===== src/rtl/divider_pkg.sv =====
// Shared types and sizing helpers for the sequential restoring divider.
package divider_pkg;

  typedef enum logic [1:0] {
    ST_IDLE = 2'd0,
    ST_CALC = 2'd1,
    ST_DONE = 2'd2
  } state_t;

  // Iteration-counter width, ceil(log2(N+1)), for the default N=8 and as a helper for any N.
  localparam int unsigned ITER_CNT_W = $clog2(8 + 1);

  function automatic int unsigned iter_cnt_w(input int unsigned n);
    return $clog2(n + 1);
  endfunction

endpackage


===== src/rtl/divider_step.sv =====
// One restoring division iteration: shift in a dividend bit, trial-subtract, keep or restore.
module divider_step
  import divider_pkg::*;
#(
  parameter int unsigned M = 4
) (
  input  logic [M-1:0] rem_in,
  input  logic         bit_in,
  input  logic [M-1:0] divisor,
  output logic [M-1:0] rem_out,
  output logic         q_bit
);

  logic [M:0]   shifted;
  logic [M+1:0] diff;

  always_comb begin
    shifted = {rem_in, bit_in};
    diff    = {1'b0, shifted} - {2'b00, divisor};
    q_bit   = ~diff[M+1];
    // On success the difference is below the divisor, so it fits in M bits.
    rem_out = q_bit ? diff[M-1:0] : shifted[M-1:0];
  end

endmodule


===== src/rtl/seq_divider.sv =====
// Sequential restoring divider, one quotient bit per cycle, signed/unsigned with dbz/ovf flags.
module seq_divider
  import divider_pkg::*;
#(
  parameter int unsigned N         = 8,
  parameter int unsigned M         = 4,
  parameter int unsigned SIGNED_EN = 1
) (
  input  logic         CLK,
  input  logic         RESET,
  input  logic         in_valid,
  output logic         in_ready,
  input  logic [N-1:0] dividend,
  input  logic [M-1:0] divisor,
  input  logic         is_signed,
  output logic         out_valid,
  input  logic         out_ready,
  output logic [N-1:0] quotient,
  output logic [M-1:0] remainder,
  output logic         dbz,
  output logic         ovf,
  output logic         busy
);

  localparam int unsigned CW = iter_cnt_w(N);

  state_t state, state_nxt;

  logic [CW-1:0] cnt;
  logic [N-1:0]  dq;
  logic [M-1:0]  rem;
  logic [M-1:0]  dvs;
  logic          q_neg, r_neg;
  logic [N-1:0]  q_res;
  logic [M-1:0]  r_res;
  logic          dbz_r, ovf_r;

  logic          accept, sgn, a_neg, b_neg, b_zero, ovf_det, last;
  logic [N-1:0]  a_mag;
  logic [M-1:0]  b_mag;
  logic [M-1:0]  rem_nxt;
  logic          q_bit;
  logic [N-1:0]  q_fin;

  always_comb begin
    in_ready = (state == ST_IDLE);
    accept   = in_valid & in_ready;
    sgn      = (SIGNED_EN != 0) && is_signed;
    a_neg    = sgn & dividend[N-1];
    b_neg    = sgn & divisor[M-1];
    a_mag    = a_neg ? -dividend : dividend;
    b_mag    = b_neg ? -divisor : divisor;
    b_zero   = (divisor == '0);
    ovf_det  = sgn && (dividend == {1'b1, {(N-1){1'b0}}}) && (divisor == '1);
    last     = (cnt == CW'(N - 1));
    q_fin    = {dq[N-2:0], q_bit};
  end

  divider_step #(.M(M)) u_step (
    .rem_in  (rem),
    .bit_in  (dq[N-1]),
    .divisor (dvs),
    .rem_out (rem_nxt),
    .q_bit   (q_bit)
  );

  always_ff @(posedge CLK) begin
    if (RESET) state <= ST_IDLE;
    else       state <= state_nxt;
  end

  always_comb begin
    state_nxt = state;
    case (state)
      ST_IDLE: if (accept) state_nxt = b_zero ? ST_DONE : ST_CALC;
      ST_CALC: if (last) state_nxt = ST_DONE;
      ST_DONE: if (out_ready) state_nxt = ST_IDLE;
      default: state_nxt = ST_IDLE;
    endcase
  end

  // dq holds the magnitude of the dividend and shifts quotient bits in from the LSB.
  always_ff @(posedge CLK) begin
    if (RESET) begin
      cnt   <= '0;
      dq    <= '0;
      rem   <= '0;
      dvs   <= '0;
      q_neg <= 1'b0;
      r_neg <= 1'b0;
      q_res <= '0;
      r_res <= '0;
      dbz_r <= 1'b0;
      ovf_r <= 1'b0;
    end else begin
      case (state)
        ST_IDLE: begin
          if (accept) begin
            cnt   <= '0;
            dq    <= a_mag;
            rem   <= '0;
            dvs   <= b_mag;
            q_neg <= a_neg ^ b_neg;
            r_neg <= a_neg;
            if (b_zero) begin
              q_res <= '1;
              r_res <= '0;
              dbz_r <= 1'b1;
              ovf_r <= 1'b0;
            end else begin
              dbz_r <= 1'b0;
              ovf_r <= ovf_det;
            end
          end
        end
        ST_CALC: begin
          dq  <= q_fin;
          rem <= rem_nxt;
          cnt <= cnt + CW'(1);
          if (last) begin
            q_res <= q_neg ? -q_fin : q_fin;
            r_res <= r_neg ? -rem_nxt : rem_nxt;
          end
        end
        default: ;
      endcase
    end
  end

  always_comb begin
    out_valid = (state == ST_DONE);
    busy      = (state != ST_IDLE);
    quotient  = out_valid ? q_res : '0;
    remainder = out_valid ? r_res : '0;
    dbz       = out_valid ? dbz_r : 1'b0;
    ovf       = out_valid ? ovf_r : 1'b0;
  end

endmodule


===== config.mk =====
export PLATFORM = sky130hd
export DESIGN_NAME = seq_divider
export DESIGN_NICKNAME = d
export VERILOG_FILES = /design/src/rtl/divider_pkg.sv /design/src/rtl/divider_step.sv /design/src/rtl/seq_divider.sv
export SDC_FILE = /design/constraint.sdc
export NUM_CORES = 1
export LEC_CHECK = 0
export CAP_MARGIN = 20
export CORE_MARGIN = 2
export CORE_UTILIZATION = 25
export CTS_CLUSTER_DIAMETER = 40
export DETAILED_ROUTE_END_ITERATION = 6
export PLACE_DENSITY = 0.41
export REMOVE_ABC_BUFFERS = 1
export SYNTH_ARGS = -nofsm -noshare
export SYNTH_HDL_FRONTEND = slang
export SYNTH_SLANG_ARGS = --single-unit

===== constraint.sdc =====
create_clock -name CLK -period 2.4 [get_ports CLK]
set_input_delay 0.36 -clock CLK [delete_from_list [all_inputs] [get_ports CLK]]
set_output_delay 0.36 -clock CLK [all_outputs]
set_load 0.01 [all_outputs]

; ---- Word level (Yosys, flattened, before mapping)
; Cells that the tools add are included.
[word_totals]
reg_bits = 38
inputBits = 17
output_inout_bits = 17
word_cells = 70
[op_classes]
n_addsub = 6
n_eq_ne = 9
n_mux = 29
bitwise_logic = 5
n_reduce_logical = 10
[ops]
columns = operator, count
row1 = 8-bit two-way mux, 7
row2 = 4-bit two-way mux, 8
row3 = 8-bit one-hot mux with 2 select lines, 2
row4 = 4-bit one-hot mux with 2 select lines, 3
row5 = 8-bit negation, 2
row6 = "8-bit == test, second input constant", 1
row7 = 2-bit two-way mux, 4
row8 = 4-bit negation, 2
row9 = "2-bit by 1-bit != test with 1-bit output, second input constant", 3
row10 = 2-bit one-hot mux with 3 select lines, 1
row11 = 5-bit by 4-bit subtractor with 6-bit output, 1
row12 = "4-bit by 1-bit adder with 4-bit output, second input constant", 1
row13 = "4-bit by 3-bit == test with 1-bit output, second input constant", 1
row14 = "4-bit == test, second input constant", 1
row15 = 4-bit zero test, 1
row16 = 1-bit two-way mux, 4
row17 = 2-bit AND reduction, 2
row18 = 4-bit AND reduction, 1
row19 = 2-bit nonzero test, 2
row20 = 1-bit bitwise AND, 3
row21 = 3-bit AND reduction, 1
row22 = "2-bit by 1-bit == test with 1-bit output, second input constant", 1
row23 = "2-bit == test, second input constant", 1
row24 = 1-bit logical AND, 2
row25 = other kinds (4), 4

; ---- Longest topological paths before layout
[logic_depth]
depth_word = 6
depth_mapped = 14
mapped_depth_nobuf = 12

; ---- Hierarchy
; Synthesis repeated with hierarchy kept, for this count alone.
[unflattened]
hier_cells = 272
hier_area_um2 = 2249.7
[modules_own_cells]
columns = module, instances, cells_per_inst, area_each_um2, seq_area_each_um2
row1 = seq_divider, 1, 248, 2049.5, 760.7
row2 = divider_step, 1, 24, 200.2, 0.0

; ---- Worst setup path before layout
; No wires, ideal clock.
[synth_timing]
kind = register to register
start = register dvs[1]
end = register r_res[2]
arrival_time_ns = 2.398
required_ns = 2.321
path_slack_ns = -0.077
path_stages_with_launch = 13
n_path_buf = 2
period_less_slack_ns = 2.477
cell_sequence = dfxtp_1 -> inv_1 -> ha_1 -> nor2b_1 -> o221a_2 -> buf_4 -> or2_2 -> clkbuf_1 -> o21ai_0 -> ha_1 -> nor2_1 -> or3_1 -> o211ai_1
[synth_via]
elab_chain_len = 6
[synth_lines]
columns = item, line
row1 = start: declaration, seq_divider.sv:32  ; logic [M-1:0] dvs;
row2 = start signal: assignment, seq_divider.sv:102  ; dvs <= b_mag;
row3 = 5-bit by 4-bit subtractor with 6-bit output (*), divider_step.sv:19  ; diff = {1'b0, shifted} - {2'b00, divisor};
row4 = 4-bit two-way mux (*), divider_step.sv:22  ; rem_out = q_bit ? diff[M-1:0] : shifted[M-1:0];
row5 = 4-bit negation, seq_divider.sv:122  ; r_res <= r_neg ? -rem_nxt : rem_nxt;
row6 = 4-bit two-way mux (*), seq_divider.sv:122
row7 = 4-bit two-way mux (*), seq_divider.sv:120  ; if (last) begin
row8 = 4-bit one-hot mux with 2 select lines (*), seq_divider.sv:96  ; case (state)
row9 = end signal: assignment, seq_divider.sv:122
row10 = end: declaration, seq_divider.sv:35  ; logic [M-1:0] r_res;
; Every way passes the cells marked *; elsewhere a longest branch is shown, timed or not. The select of a mux whose other input is x is not followed.
; A chain may end at the register's enable or synchronous reset.

; ---- Worst setup path in the final report
[layout_timing]
start = register dvs[2]
end = register r_res[2]
; Same word-level chain as after synthesis.

==> results.sh <==
export IMPL_netSwitchingFraction=0.298
export IMPL_hold_buffers=0
export IMPL_setup_viol=0
export IMPL_relSlewSlack=0.628
export IMPL_finalCritPeriodShare=0.940
export IMPL_p_clk_frac=0.362
export IMPL_grt_overflow=0
export IMPL_drv_cap=0
export IMPL_drive_above_1_share=0.130
export IMPL_holdCritPathClass="reg2reg"
export IMPL_synth_cell_types=45
export IMPL_core_area_mm2=0.00868
export IMPL_holdPathStages=2
export IMPL_die_h_um=98.2
export IMPL_root_buffer="clkbuf_8"
export IMPL_crit_fanout=5
export IMPL_final_util=0.340
export IMPL_max_stage_delay_ns=0.39
export IMPL_fillerInstances=954
export IMPL_irDropWorstVdd_mv=0.324
export IMPL_worstSetupStartpointType="flop"
export IMPL_cts_sinks=38
export IMPL_synth_seq_area_share=0.343
export IMPL_power_switching_w=0.000561
export IMPL_clk_pin_slew_ns=0.09
export IMPL_p_seq_frac=0.367
export IMPL_fin_ws_ns=0.144
export IMPL_critPathRequiredTime_ns=2.63
export IMPL_post_cts_buffers=0
export IMPL_hpwl_um=4850
export IMPL_clk_latency_ns=0.30
export IMPL_layout_commonest_cell="dfxtp_1"
export IMPL_synth_cells=281
export IMPL_nets=357
export IMPL_hold_viol=0
export IMPL_cp_slowest_cell="or4_1"
export IMPL_grt_usage=0.138
export IMPL_fmax_mhz=443
export IMPL_cp_common_cell="ha_1"
export IMPL_routabilityCongestion=0.818
export IMPL_reg2reg_depth=11
export IMPL_initial_core_util=0.256
export IMPL_grt_use_met1=0.193
export IMPL_powerDensity_mw_per_mm2=639
export IMPL_viasPerCell=4.84
export IMPL_rrSetupSlack_ns=0.14
export IMPL_cts_buffer_depth=2
export IMPL_ios=34
export IMPL_synth_top_area_frac=0.343
export IMPL_final_cell_mix="dfxtp_1, clkdlybuf4s50_1, nor2_1, buf_4"
export IMPL_power_frac_comb=0.271
export IMPL_drcViolationCount=0
export IMPL_numCtsBuffers=5
export IMPL_die_w_um=98.2
export IMPL_grt_max_degree=28
export IMPL_worst_setup_path_type="reg2reg"
export IMPL_post_route_min_period_ns=2.26
export IMPL_detail_route_first_pass_iterations=4
export IMPL_grt_pass1_wl_um=10600
export IMPL_drt_initial_drc_count=77
export IMPL_yosysWarnings=0
export IMPL_antenna_left=0
export IMPL_grt_busiest_layer="met2"
export IMPL_r2r_end="r_res[2]"
export IMPL_arrival_ns=2.48
export IMPL_vias=2122
export IMPL_synth_area_leader_cell="dfxtp_1"
export IMPL_syn_avg_cell_area_um2=7.89
export IMPL_routed_wl_um=6460
export IMPL_antennaDiodeCount=0
export IMPL_port_buffers=33
export IMPL_clock_skew_ns=0.00861
export IMPL_endpoint_kind="flop"
export IMPL_syn2layout_area_growth_pct=33.0
export IMPL_cts_tree="built"
export IMPL_die_area_mm2=0.00964
export IMPL_yosys_top_cells_area="dfxtp_1, ha_1, a21oi_1"
export IMPL_ys_seq_elements=38
export IMPL_dpl_worst_slack_ns=-0.0381
export IMPL_grt_setup_unrepaired="false"
export IMPL_max_slew_worst_pin_slew_ns=0.556
export IMPL_p_leak_nw=1.11
export IMPL_intPower_w=0.00132
export IMPL_status="complete, no violations"
export IMPL_grt_pass1_vias=2084
export IMPL_placementRows=34
export IMPL_cts_htree_levels=2
export IMPL_antenna_found_initial=0
export IMPL_path_cells="inv_1 -> ha_1 -> or2_1 -> o221a_4 -> o21ai_2 -> o21ai_1 -> ha_1 -> nor2_2 -> nand2_1 -> or4_1 -> o211ai_1"
export IMPL_routedWlPerCell_um=14.7
export IMPL_r2r_start="dvs[2]"
export IMPL_whs_ns=0.455
export IMPL_syn_area_mm2=0.00222
export IMPL_maxSlewViolCount=0
export IMPL_hp_start="r_res[0]"
export IMPL_hold_end="r_res[0]"
export IMPL_grt_util_met2=0.210
export IMPL_met3_usage=0.0258
-- cell type report --
| cell class | instances | area, µm² | share of cell area |
|---|---|---|---|
| Timing Repair Buffer | 57 | 510 | 0.173 |
| Multi-Input combinational cell | 212 | 1350 | 0.457 |
| Clock buffer | 5 | 68.8 | 0.0233 |
| Inverter | 15 | 56.3 | 0.0191 |
| Sequential cell | 38 | 762 | 0.258 |
| Clock inverter | 3 | 68.8 | 0.0233 |
| Tap cell | 108 | 135 | 0.0458 |
-- Yosys cell counts, drive strengths merged --
library cell	n
or3b	2
nand3b	2
o21a	2
or4	2
nand2	22
fa	1
nand2b	6
clkbuf	11
o21ba	1
xor2	9
a22oi	7
nor2b	4
dfxtp	38
a21oi	22
nand4	2
inv	15
o22ai	5
o221a	1
nor3	2
or2	4
a221oi	1
nor3b	1
a31oi	1
a311o	2
ha	10
xnor2	6
o2111ai	1
or3	4
o21ai	15
nor2	29
a211oi	6
o211ai	6
o31ai	2
and4	1
a311oi	2
and2	16
buf	5
o41ai	3
nand3	12
-- metrics by stage --
| stage | cells | TNS, ns | cell area [µm²] | power (W) |
|---|---|---|---|---|
| after floorplan | 265 | 0 | 2140 | 0.000969 |
| after global placement | 430 | -0.0390 | 2790 | 0.00119 |
| after detailed placement | 430 | -0.0381 | 2790 | 0.00119 |
| after CTS | 438 | 0 | 2930 | 0.00188 |
| after global routing | 438 | 0 | 2950 | 0.00199 |
| final | 438 | 0 | 2950 | 0.00188 |
-- what timing repair did --
item                       in CTS  in global routing
setup endpoints to repair       1                  4
hold endpoints to repair        0                  0
resized for setup               2                 11
-- worst max-delay path by stage --
stage,from,end,slack (ns)
final,dvs[2],r_res[2],0.14
after global routing,dvs[2],r_res[2],0.002
after CTS,dvs[2],r_res[2],0.03
after detailed placement,dvs[2],r_res[2],-0.04
after global placement,dvs[2],r_res[2],-0.04
after floorplan,dvs[1],r_res[2],0.04
-- sequential cells by signal, indices dropped and copies added (netlist names) --
signal / flops
dbz_r: 1
ovf_r: 1
q_res: 8
r_neg: 1
cnt: 4
r_res: 4
dq: 8
dvs: 4
q_neg: 1
rem: 4
state: 2
-- cell families (layout without fill, tap and decap cells) --
family / Yosys count / in the layout / synth area share
xor gates and xnor gates: 15 / 15 / 0.0592
DFF: 38 / 38 / 0.343
and+or+nand+nor: 109 / 109 / 0.249
buffers and inverters: 31 / 80 / 0.0587
AOI/OAI and AO/OA: 77 / 77 / 0.224
adders and majority gates: 11 / 11 / 0.0654
-- power by group through the flow --
stage               logic (W)  registers, W  clock network (W)
floorplan            0.000270      0.000699                  0
global placement     0.000485      0.000706                  0
detailed placement   0.000480      0.000705                  0
CTS                  0.000485      0.000691           0.000703
global route         0.000570      0.000696           0.000729
finish               0.000511      0.000691           0.000683
-- per-layer routing --
| metal | vias up | share of wire |
|---|---|---|
| li1 | 1089 | - |
| met1 | 982 | 0.52 |
| met2 | 41 | 0.42 |
| met3 | 10 | 0.038 |
| met4 | 0 | 0.018 |
| met5 | - | 0 |
-- worst max-delay path, delay by kind of cell, from the launching register on --
family | cells | cell delay (ns)
buf+inv | 1 | 0.04
flops | 1 | 0.33
fa+ha+maj | 2 | 0.41
simple gates | 4 | 0.81
compound gates | 4 | 0.60
Note: power is estimated with default switching activity, not from simulation.
